$ cat src/rtl/fifo_uart_tx.sv
// rtl/fifo_uart_tx.sv - UART transmitter draining a downstream byte FIFO
// One pop per frame: start bit, 8 data bits LSB first, optional parity, stop bit.
module fifo_uart_tx #(
    parameter int CLKS_PER_BIT = 434,
    parameter int PARITY       = 0
) (
    input  logic       clk,
    input  logic       rst,
    input  logic       fifo_empty,
    input  logic [7:0] fifo_data,
    output logic       fifo_rd_en,
    output logic       tx,
    output logic       busy,
    output logic       tx_done
);
    localparam int TW = $clog2(CLKS_PER_BIT);
    localparam logic [TW-1:0] LAST     = TW'(CLKS_PER_BIT - 1);
    localparam logic [TW-1:0] PRE_LAST = TW'(CLKS_PER_BIT - 2);

    typedef enum logic [2:0] {
        IDLE, FETCH, LOAD, START, DATA, PARITY_BIT, STOP
    } state_t;

    state_t        state;
    logic [TW-1:0] timer;
    logic [2:0]    bit_idx;
    logic [7:0]    shift;
    logic          par_bit;
    logic          bit_end;

    assign bit_end = (timer == LAST);
    assign busy    = (state != IDLE);

    // tx is registered, so each transition loads the level of the state being entered
    always_ff @(posedge clk) begin
        if (rst) begin
            state      <= IDLE;
            tx         <= 1'b1;
            fifo_rd_en <= 1'b0;
            tx_done    <= 1'b0;
            timer      <= '0;
            bit_idx    <= '0;
            shift      <= '0;
            par_bit    <= 1'b0;
        end else begin
            fifo_rd_en <= 1'b0;
            tx_done    <= 1'b0;
            case (state)
                START, DATA, PARITY_BIT, STOP: timer <= bit_end ? '0 : timer + 1'b1;
                default:                       timer <= '0;
            endcase
            case (state)
                IDLE: begin
                    tx <= 1'b1;
                    if (!fifo_empty) begin
                        state      <= FETCH;
                        fifo_rd_en <= 1'b1;
                    end
                end
                FETCH: state <= LOAD;
                LOAD: begin
                    shift   <= fifo_data;
                    par_bit <= (PARITY == 2) ? ~(^fifo_data) : ^fifo_data;
                    bit_idx <= '0;
                    tx      <= 1'b0;
                    state   <= START;
                end
                START: begin
                    if (bit_end) begin
                        state   <= DATA;
                        bit_idx <= '0;
                        tx      <= shift[0];
                    end
                end
                DATA: begin
                    if (bit_end) begin
                        shift   <= {1'b0, shift[7:1]};
                        bit_idx <= bit_idx + 3'd1;
                        if (bit_idx == 3'd7) begin
                            if (PARITY != 0) begin
                                state <= PARITY_BIT;
                                tx    <= par_bit;
                            end else begin
                                state <= STOP;
                                tx    <= 1'b1;
                            end
                        end else begin
                            tx <= shift[1];
                        end
                    end
                end
                PARITY_BIT: begin
                    if (bit_end) begin
                        state <= STOP;
                        tx    <= 1'b1;
                    end
                end
                STOP: begin
                    // Raised one cycle early so the registered pulse lands in the last stop cycle
                    if (timer == PRE_LAST) tx_done <= 1'b1;
                    if (bit_end) state <= IDLE;
                end
                default: state <= IDLE;
            endcase
        end
    end
endmodule

$ cat config.mk
export PLATFORM = sky130hd
export DESIGN_NAME = fifo_uart_tx
export DESIGN_NICKNAME = d
export VERILOG_FILES = /design/src/rtl/fifo_uart_tx.sv
export SDC_FILE = /design/constraint.sdc
export NUM_CORES = 1
export LEC_CHECK = 0
export CAP_MARGIN = 20
export CORE_ASPECT_RATIO = 0.8
export CORE_MARGIN = 2
export CORE_UTILIZATION = 49
export CTS_CLUSTER_DIAMETER = 50
export DETAILED_ROUTE_END_ITERATION = 12
export GPL_ROUTABILITY_DRIVEN = 0
export PLACE_DENSITY = 0.78
export RECOVER_POWER = 50
export SLEW_MARGIN = 5
export SYNTH_ARGS = -nofsm -noshare
export SYNTH_HDL_FRONTEND = slang
export SYNTH_SLANG_ARGS = --single-unit
$ cat constraint.sdc
create_clock -name clk -period 1.77 [get_ports clk]
set_input_delay 0.354 -clock clk [delete_from_list [all_inputs] [get_ports clk]]
set_output_delay 0.354 -clock clk [all_outputs]
set_load 0.02 [all_outputs]
# == Word-level counts from Yosys, hierarchy flattened ==
# Cells that the tools add are included.
# word_totals
out_inout_bits,4
word_cells,58
reg_bits,26
inputBits,11
# classes
n_bitwise,3
n_eq_ne,15
n_addsub,2
n_mux,18
n_reduce_logical,13
# op_table
op,count
$mux 3,7
$pmux 3 s7,1
$eq 9x9->1 const B,2
$pmux 8 s2,1
$eq 3x3->1 const B,4
$ne 2x2->1 const B,6
$add 9x1->9 const B,1
$pmux 3 s3,1
$mux 8,1
$eq 3x2->1 const B,2
$mux 1,6
$reduce_and 6->1,1
$reduce_bool 3->1,2
$pmux 1 s5,1
$reduce_bool 5->1,1
$reduce_and 4->1,1
$reduce_or 2->1,2
$reduce_or 4->1,1
$add 3x1->3 const B,1
$eq 3x1->1 const B,1
$logic_not 3->1,1
$not 1->1,3
$reduce_and 3->1,1
$reduce_or 3->1,1
2 further kinds,2

# == Logic depth before layout (Yosys ltp) ==
# logic_depth
ltp_word,4
depth_mapped,9
depth_no_buf,6

# == Worst setup path after synthesis ==
# Ideal clock, no wire load.
# synth_timing
kind,register to register
from,register timer[1]
to,register shift[0]
n_path_buf,3
period_less_slack_ns,1.656
slack_ns,0.114
stages_incl_launch_ff,10
t_required_ns,1.690
setup_time_ns,0.080
arrival_time_ns,1.576
cell_sequence,dfxtp_1 > inv_1 > ha_1 > nor4bb_1 > buf_2 > a31o_1 > buf_6 > and2_4 > buf_6 > a211oi_2
# synth_between
elab_chain_cells,3
# synth_lines
item,line,rtl
"start, declared",25,logic [TW-1:0] timer;
"start signal, assigned",49,"START, DATA, PARITY_BIT, STOP: timer <= bit_end ? '0 : timer + 1'b1;"
$eq 9x9->1,31,assign bit_end = (timer == LAST);
$ne 2x2->1 (no line),--,
$reduce_and 2->1 (no line),--,
"end signal, assigned",62,shift <= fifo_data;
"end signal, assigned",77,"shift <= {1'b0, shift[7:1]};"
"end, declared",27,logic [7:0] shift;
# Every way passes these cells.
# A chain may end at the register's enable or synchronous reset.

# == Worst setup path in the final report ==
# layout_timing
from,register state[2]
to,register shift[1]
# layout_between
elab_chain_cells,3
elab_cells_between_ends,6
cone_classes,eq/ne (3); mux (1); reduce/logical (2)
# layout_lines
item,line,rtl
"start, declared",24,state_t state;
"start signal, assigned",37,state <= IDLE;
"start signal, assigned",56,state <= FETCH;
"start signal, assigned",60,FETCH: state <= LOAD;
$eq 3x3->1 / $eq 3x2->1 (equally long branches),52,case (state)
$ne 2x2->1 (no line) / $reduce_bool 2->1 (equally long branches),--,
$reduce_and 2->1 (no line),--,
# Several ways; a longest one is shown, not always the timed one.

==> results.tsv <==
metric	value	unit
status	finished, final reports clean	
RSZ-0062 raised after global routing	yes	
Pleak	0.624	nW
top post-synthesis cells by area	dfxtp_1 (39%), a211oi_2 (6.6%), mux2i_1 (6.1%), a21oi_1 (5.3%), ha_1 (4.7%)	
CTS Sinks	26	
clk_lat worst skew	330	ps
Synth top area share	39.4	%
hpwl dp	1.95	mm
Slew HR	73.2	%
Detail Route Antenna Nets	0	
critical setup path kind	register to register	
DRT Wirelength	2.76	mm
starting density of the core	52.8	%
worst-margin pin slew	401	ps
Synth Area in Simple Gates	18.3	%
Buf/Inv on CP	2	
Detailed Route Iter0 Violations	48	
fin crit period	1690	ps
layout cell share with drive strength beyond 1	18.6	%
CP cell instances	buf_4, nor2b_1, nand2_1, buf_4, mux2i_1, a211oi_2	
Setup TNS Final	0	ps
Port Buf Inserts	14	
Layout Skew	13.9	ps
endpoints failing hold	0	
Reg clk slew, reported paths	140	ps
largest net degree at the start of global routing	15	
area grow syn2layout	19.0	%
Syn Nets	159	
Post-CTS Hold Buffers	0	
initial antenna violation count	0	
Core Area	2500	µm²
clock tree buffer depth	2	
Via density	5.56	
die width	62.1	µm
final setup vio count	0	
Synth Instances	143	
Power Density	716	nW/µm²
Layout Nets	178	
die area	3130	µm²
dominant synthesized flop cell	dfxtp_1	
maximum vdd ir drop	0.000508	V
I/O pin count	15	
GRT Total Usage	18.2	%
main combinational cell family by area after synthesis	compound AO/OA/AOI/OAI gates	
number of global-route vias before repair	1013	
cts bufs inserted	3	
Unique masters post-synth	35	
die height	50.4	µm
1st-pass router iterations	4	
mux cell area share after synthesis	6.91	%
first-pass GRT wire length	4.33	mm
diodes inserted	0	
Slew Viols, Final	0	
Seq cells post-synth	26	
most frequent cells in the layout	dfxtp_1 (25), nor2_1 (14), a21oi_1 (14)	
Max-cap violations	0	
CP endpoint kind	register	
CTS tree	done	
crit path max fanout	10	
area post-placement	1510	µm²
commonest non-fill, non-tap cell in the layout	dfxtp_1	
Std-Cell Rows	16	
most used cell, CP	buf_4	
EDFF count, synth	0	
adder-cell share of the synthesized area	4.73	%
grt ovf	0	
critical path data arrival time	1940	ps
post-synthesis xor/xnor area fraction	5.30	%
Final period util	95.7	%
WP data required	2020	ps
post-synthesis compound-gate area fraction	19.1	%
yosys warns	0	
Seq/Total Area, Yosys	39.4	%
CP Launch Type	register	
CP max stage cell	nor2b_1	
Root Driver	clkbuf_4	
Synth area leader	dfxtp_1	
cell area after layout	1570	µm²
CP top delay family	simple AND/OR/NAND/NOR gates	
Fmax	590	MHz
CP peak stage delay	370	ps
async set-or-reset flop fraction in the synthesized netlist	0	%
DRC violation count after routing	0	
Worst Hold Class	register to register	
WL/cell	14.0	µm
post-synthesis instance area	1320	µm²
Avg Cell Area, Syn	9.24	µm²
Via Count	1096	
H-tree level count	1	
cells in the mapped netlist, drive strengths merged (3+ instances only):
cell    number
nor2        14
and3         4
ha           5
a211oi       7
nand3        7
o21ai        5
buf          6
nand2        6
clkbuf       4
mux2i        8
a21oi       14
xor2         3
dfxtp       26
inv          5
xnor2        5
cells by family after synthesis:
group / after synthesis
simple gates: 46
compound gates: 34
flops: 26
buf+inv: 15
mux: 9
xor+xnor: 8
fa+ha+maj: 5
per-stage QoR:
stage               utilization, %  hold slack, ps  instances  setup WS [ps]  power (mW)
floorplan                        -             433        143            114       0.768
global placement              60.4             451        192           91.2       0.828
detailed placement            60.4             475        192           9.41       0.835
CTS                           62.0             508        196           2.51        1.13
global route                  62.8             534        197          -58.2        1.17
finish                        62.8             503        197           76.2        1.13
metal layers:
layer	vias up	track usage (%)	routed length (µm)
met1	517	24.0	1250
met5	-	0	0
li1	540	-	-
met4	0	3.90	13
met3	2	5.15	180
met2	37	29.3	1310
sequential cells by signal, indices dropped and copies added (netlist names):
register    count
shift           8
tx_done         1
state           3
bit_idx         3
timer           9
tx              1
fifo_rd_en      1
power by group:
group | switching (mW) | internal (mW) | total (mW)
registers | 0.0165 | 0.612 | 0.629
logic | 0.104 | 0.0951 | 0.199
clock network | 0.172 | 0.126 | 0.298
total | 0.293 | 0.833 | 1.13
worst register-to-register path, delay by kind of cell, from the launching register on:
family | cells | cell delay [ps]
flops | 1 | 350
mux | 1 | 140
simple gates | 2 | 530
buf+inv | 2 | 370
compound gates | 1 | 220
final timing paths:
check | startpoint | end | slack (ps) | cells past startpoint
min | shift[7] | shift[7] | 500 | 2
min reg2reg | shift[7] | shift[7] | 500 | 2
max | state[2] | shift[1] | 80 | 6
max reg2reg | state[2] | shift[1] | 80 | 6
cell type report:
class / count / area (µm²)
clock buffers: 4 / 36.3
well taps: 36 / 45.0
multi-input cells: 102 / 737
inverters: 5 / 18.8
repair buffers: 24 / 214
flip-flops and latches: 26 / 522
fillers: 204 / 930
what timing repair did:
item / in CTS / in global routing
cloned: 0 / 0
endpoints found under the setup margin: 2 / 12
resized for setup: 3 / 5
buffers inserted: 0 / 1
(Power assumes the default switching activity.)
